--- config.mk ---
export PLATFORM = sky130hd
export DESIGN_NAME = answer_judge_fsm
export DESIGN_NICKNAME = d
export VERILOG_FILES = /design/src/rtl/answer_judge_fsm.sv
export SDC_FILE = /design/constraint.sdc
export NUM_CORES = 1
export LEC_CHECK = 0
export CORE_MARGIN = 2
export CORE_UTILIZATION = 52
export DETAILED_ROUTE_END_ITERATION = 16
export PLACE_DENSITY = 0.85
export SLEW_MARGIN = 30
export SYNTH_ARGS = -nofsm -noshare
export SYNTH_HDL_FRONTEND = slang
export SYNTH_SLANG_ARGS = --single-unit
--- constraint.sdc ---
create_clock -name CLK -period 4.43 [get_ports CLK]
set_input_delay 0.6645 -clock CLK [delete_from_list [all_inputs] [get_ports CLK]]
set_output_delay 0.6645 -clock CLK [all_outputs]
set_load 0.01 [all_outputs]
--- src/rtl/answer_judge_fsm.sv ---
// Answer judge for the factorisation game: captures a submitted answer, compares it
// digit-by-digit with the question record, and reports correct/wrong/locked-out.
module answer_judge_fsm #(
  parameter int DIGITS      = 3,
  parameter int DIGIT_W     = 4,
  parameter int QUEST_W     = 24,
  parameter int MAX_TRIES   = 3,
  parameter int HOLD_CYCLES = 8
) (
  input  logic                             CLK,
  input  logic                             RST_N,
  input  logic                             SUBMIT,
  input  logic                             NEW_Q,
  input  logic [DIGITS*DIGIT_W-1:0]        ANSWER,
  input  logic [QUEST_W-1:0]               QUESTION,
  output logic [1:0]                       RESULT,
  output logic                             RESULT_VALID,
  output logic [DIGITS-1:0]                DIGIT_MATCH,
  output logic [$clog2(MAX_TRIES+1)-1:0]   TRIES,
  output logic                             BUSY
);

  localparam int ANS_W   = DIGITS * DIGIT_W;
  localparam int TRIES_W = $clog2(MAX_TRIES + 1);
  localparam int HOLD_W  = $clog2(HOLD_CYCLES + 1);

  localparam logic [1:0] RES_NONE    = 2'b00;
  localparam logic [1:0] RES_CORRECT = 2'b01;
  localparam logic [1:0] RES_WRONG   = 2'b11;
  localparam logic [1:0] RES_LOCKED  = 2'b10;

  localparam logic [TRIES_W-1:0] TRIES_MAX = TRIES_W'(MAX_TRIES);
  localparam logic [HOLD_W-1:0]  HOLD_LAST = HOLD_W'(HOLD_CYCLES - 1);

  typedef enum logic [1:0] {IDLE, COMPARE, SHOW, LOCK} state_t;

  state_t             state;
  logic [ANS_W-1:0]   ans_cap;
  logic [ANS_W-1:0]   q_cap;
  logic [HOLD_W-1:0]  hold_cnt;
  logic [DIGITS-1:0]  match;
  logic [TRIES_W-1:0] tries_inc;

  // Question bits above the compared digits carry no meaning for the judge.
  if (QUEST_W > ANS_W) begin : g_q_upper
    logic unused_q_upper;
    assign unused_q_upper = ^QUESTION[QUEST_W-1:ANS_W];
  end

  always_comb begin
    match = '0;
    for (int i = 0; i < DIGITS; i++) begin
      match[i] = (ans_cap[i*DIGIT_W +: DIGIT_W] == q_cap[i*DIGIT_W +: DIGIT_W]);
    end
  end

  assign tries_inc = TRIES + TRIES_W'(1);

  always_ff @(posedge CLK or negedge RST_N) begin
    if (!RST_N) begin
      state        <= IDLE;
      RESULT       <= RES_NONE;
      RESULT_VALID <= 1'b0;
      DIGIT_MATCH  <= '0;
      TRIES        <= '0;
      BUSY         <= 1'b0;
      hold_cnt     <= '0;
      ans_cap      <= '0;
      q_cap        <= '0;
    end else begin
      RESULT_VALID <= 1'b0;
      // A new question aborts whatever is in flight, including a same-cycle submit.
      if (NEW_Q) begin
        state       <= IDLE;
        RESULT      <= RES_NONE;
        DIGIT_MATCH <= '0;
        TRIES       <= '0;
        BUSY        <= 1'b0;
        hold_cnt    <= '0;
      end else begin
        case (state)
          IDLE: begin
            if (SUBMIT && (ANSWER != '0)) begin
              ans_cap <= ANSWER;
              q_cap   <= QUESTION[ANS_W-1:0];
              state   <= COMPARE;
              BUSY    <= 1'b1;
            end
          end
          COMPARE: begin
            DIGIT_MATCH  <= match;
            RESULT_VALID <= 1'b1;
            hold_cnt     <= '0;
            if (&match) begin
              RESULT <= RES_CORRECT;
              state  <= SHOW;
            end else begin
              TRIES <= tries_inc;
              if (tries_inc == TRIES_MAX) begin
                RESULT <= RES_LOCKED;
                state  <= LOCK;
              end else begin
                RESULT <= RES_WRONG;
                state  <= SHOW;
              end
            end
          end
          SHOW: begin
            if (hold_cnt == HOLD_LAST) begin
              RESULT <= RES_NONE;
              state  <= IDLE;
              BUSY   <= 1'b0;
            end else begin
              hold_cnt <= hold_cnt + HOLD_W'(1);
            end
          end
          LOCK: begin
            state <= LOCK;
          end
          default: begin
            state  <= IDLE;
            RESULT <= RES_NONE;
            BUSY   <= 1'b0;
          end
        endcase
      end
    end
  end

endmodule
==> qor.yml <==
critical_path:
  endpoint_kind: "register"
  crit_type: "in -> reg"
  required_ns: 4.61
  startpoint_type: "primary input"
  rr_worst_depth: 3
  path_max_fanout: 25
  cp.arrival_ns: 2.51
placed_design:
  globalplace.congestion: 0.758
  pre_cts_slack_ns: 1.81
  dp_hpwl_um: 2660
  port-buffer-count: 36
finish:
  num_antenna_cells: 0
  layout.cells.most_common_list: "39 x dfrtp_1, 35 x clkdlybuf4s50_1, 19 x mux2_4"
  seq_area_um2: 976
  syn2layout_area_growth_pct: 25.4
  nFillCells: 282
  drive_above_1_share_pct: 21.3
  layout_commonest_cell: "dfrtp_1"
  multi_input_comb_area_um2: 891
  nets: 229
yosys:
  yosysSeqAreaShare_pct: 51.0
  synth_edf_count: 0
  synthXorXnorAreaFrac_pct: 5.96
  synth_top_family_by_area: "multiplexers"
  synthesis.area_mm2: 0.00191
  yosys_most_used_dff: "dfrtp_1"
  synth_compound_area_share_pct: 7.53
  synthAdderAreaFrac_pct: 1.31
  yosys_warnings: 0
  synthMuxAreaShare_pct: 17.9
  synth_top_cell_area_share_pct: 51.0
  synth_simple_gate_area_share_pct: 13.9
  synth_top_cell_by_area: "dfrtp_1"
  synth.area.top_cells: "dfrtp_1 51%, mux2_4 15%, xor2_1 5.5%"
  ys_seq_elements: 39
  syn_inst: 148
  synthesis.nets: 190
  synthDistinctLibCells: 36
  syn_avg_cell_area_um2: 12.9
  async_reset_ff_share_pct: 100
route:
  vias: 1284
  wire_per_inst_um: 15.2
  drcViolationCount: 0
  wl_um: 3590
  vias_per_cell: 5.44
  drt_first_pass_iters: 4
  drt_iter0_drc: 119
  final_antenna_net_count: 0
power_and_ir_drop:
  p_per_area_mw_per_mm2: 419
  total_power_mw: 1.00
  leakagePower_nw: 1.06
  vdd_drop_max_mv: 0.312
floorplan:
  io_pins: 49
  rows: 22
  dieWidth_um: 64.6
  die_h_um: 64.6
  initial_core_util_pct: 53.0
  design.die.area_mm2: 0.00418
  core_mm2: 0.00361
grt:
  track_usage_pct: 19.8
  grt_pass1_vias: 1388
  antenna_found_initial: 0
  grt_pass1_wl_um: 6280
  overflow: 0
  grt_start_max_net_pins: 40
clock_tree:
  root_buffer: "clkbuf_8"
  cts_made_buffers: 5
  cts_tree: "yes"
  ctsResizeCount: 0
  h-tree-depth: 2
  clk_pin_slew_worst_paths_ns: 0.07
  cts_setup_buffers: 0
  insertion_delay_ns: 0.29
  clockBufferDepth: 2
  hold_buffers: 0
  clock-sinks: 39
timing:
  hold_viol_final: 0
  fin_skew_ns: 0.00366
  slew_viol_final: 0
  fin_crit_ns: 2.33
  setup_viol: 0
  tightest_slew_ns: 0.843
  max_freq_mhz: 428
  fin_ws_ns: 2.10
  final.period_utilization_pct: 52.7
  slew_headroom_pct: 43.8
  final.setup.tns_ns: 0
  rsz0062_at_grt: "no"
worst_hold_path:
  holdCritPathClass: "in -> async"
run:
  cap_viol_max_count: 0
status:
  status: "finished clean"
==> synth_stat cells (3+ instances only) <==
cell type and count:
dfrtp_1 39, mux2_4 19, xor2_1 12, a21oi_1 8, nand2_1 8, nand3_1 6, mux2_2 5, inv_1 4
nor2_1 4, nor4_1 4, o211ai_1 4, o21ai_0 3
==> where the power goes <==
group | internal, mW | switching, mW
clock network | 0.142 | 0.117
logic | 0.156 | 0.108
registers | 0.425 | 0.0547
total | 0.723 | 0.280
==> through the flow <==
stage	hold slack [ns]	cell area [um2]	std cells	util (%)
global route	0.541	2400	236	66.5
finish	0.473	2400	236	66.5
detailed placement	0.516	2300	228	63.7
floorplan	0.369	1910	148	-
CTS	0.498	2400	236	66.5
global placement	0.513	2300	228	63.7
==> metal layers <==
layer,up-vias,GRT usage [%],wire [um]
met3,8,5.21,170
met4,0,7.98,72
met5,-,0,0
met2,35,34.0,1830
li1,607,-,-
met1,634,23.7,1510
==> area by class of cell <==
type                            count  area share (%)
Clock buffer                        8            4.18
Sequential cell                    39            40.7
Multi-Input combinational cell    101            37.2
Tap cell                           48            2.51
Timing Repair Buffer               36            14.8
Inverter                            4           0.626
==> path summary, 6_finish.rpt <==
kind                                   startpoint                      end  slack, ns
min reg2reg                ans_cap[3]$_DFFE_PN0P_   ans_cap[3]$_DFFE_PN0P_       0.53
min in group CLK           ans_cap[3]$_DFFE_PN0P_   ans_cap[3]$_DFFE_PN0P_       0.53
max in group asynchronous                   RST_N    RESULT[1]$_DFFE_PN0P_       3.43
min                                         RST_N  hold_cnt[0]$_DFFE_PN0P_       0.47
max                                         NEW_Q     q_cap[1]$_DFFE_PN0P_       2.10
max reg2reg                  state[1]$_DFFE_PN0P_     q_cap[1]$_DFFE_PN0P_       2.72
==> worst max-delay path: stages <==
cell and delay, ns:
clkdlybuf4s50_1 0.70, nor4b_4 0.43, nand2_4 0.32, mux2_4 0.39
==> flip-flops by register name, indices dropped and copies added (netlist names) <==
register,cells
state,2
hold_cnt,4
TRIES,2
DIGIT_MATCH,3
RESULT,2
ans_cap,12
BUSY,1
RESULT_VALID,1
q_cap,12
==> cell families (layout without fill, tap and decap cells) <==
logic type      after synthesis  in the layout
mux                          24             24
buf+inv                       8             48
flops                        39             39
fa+ha+maj                     2              2
compound gates               22             22
simple gates                 40             40
xor+xnor                     13             13
No activity file was read; power rests on OpenSTA's default activity.
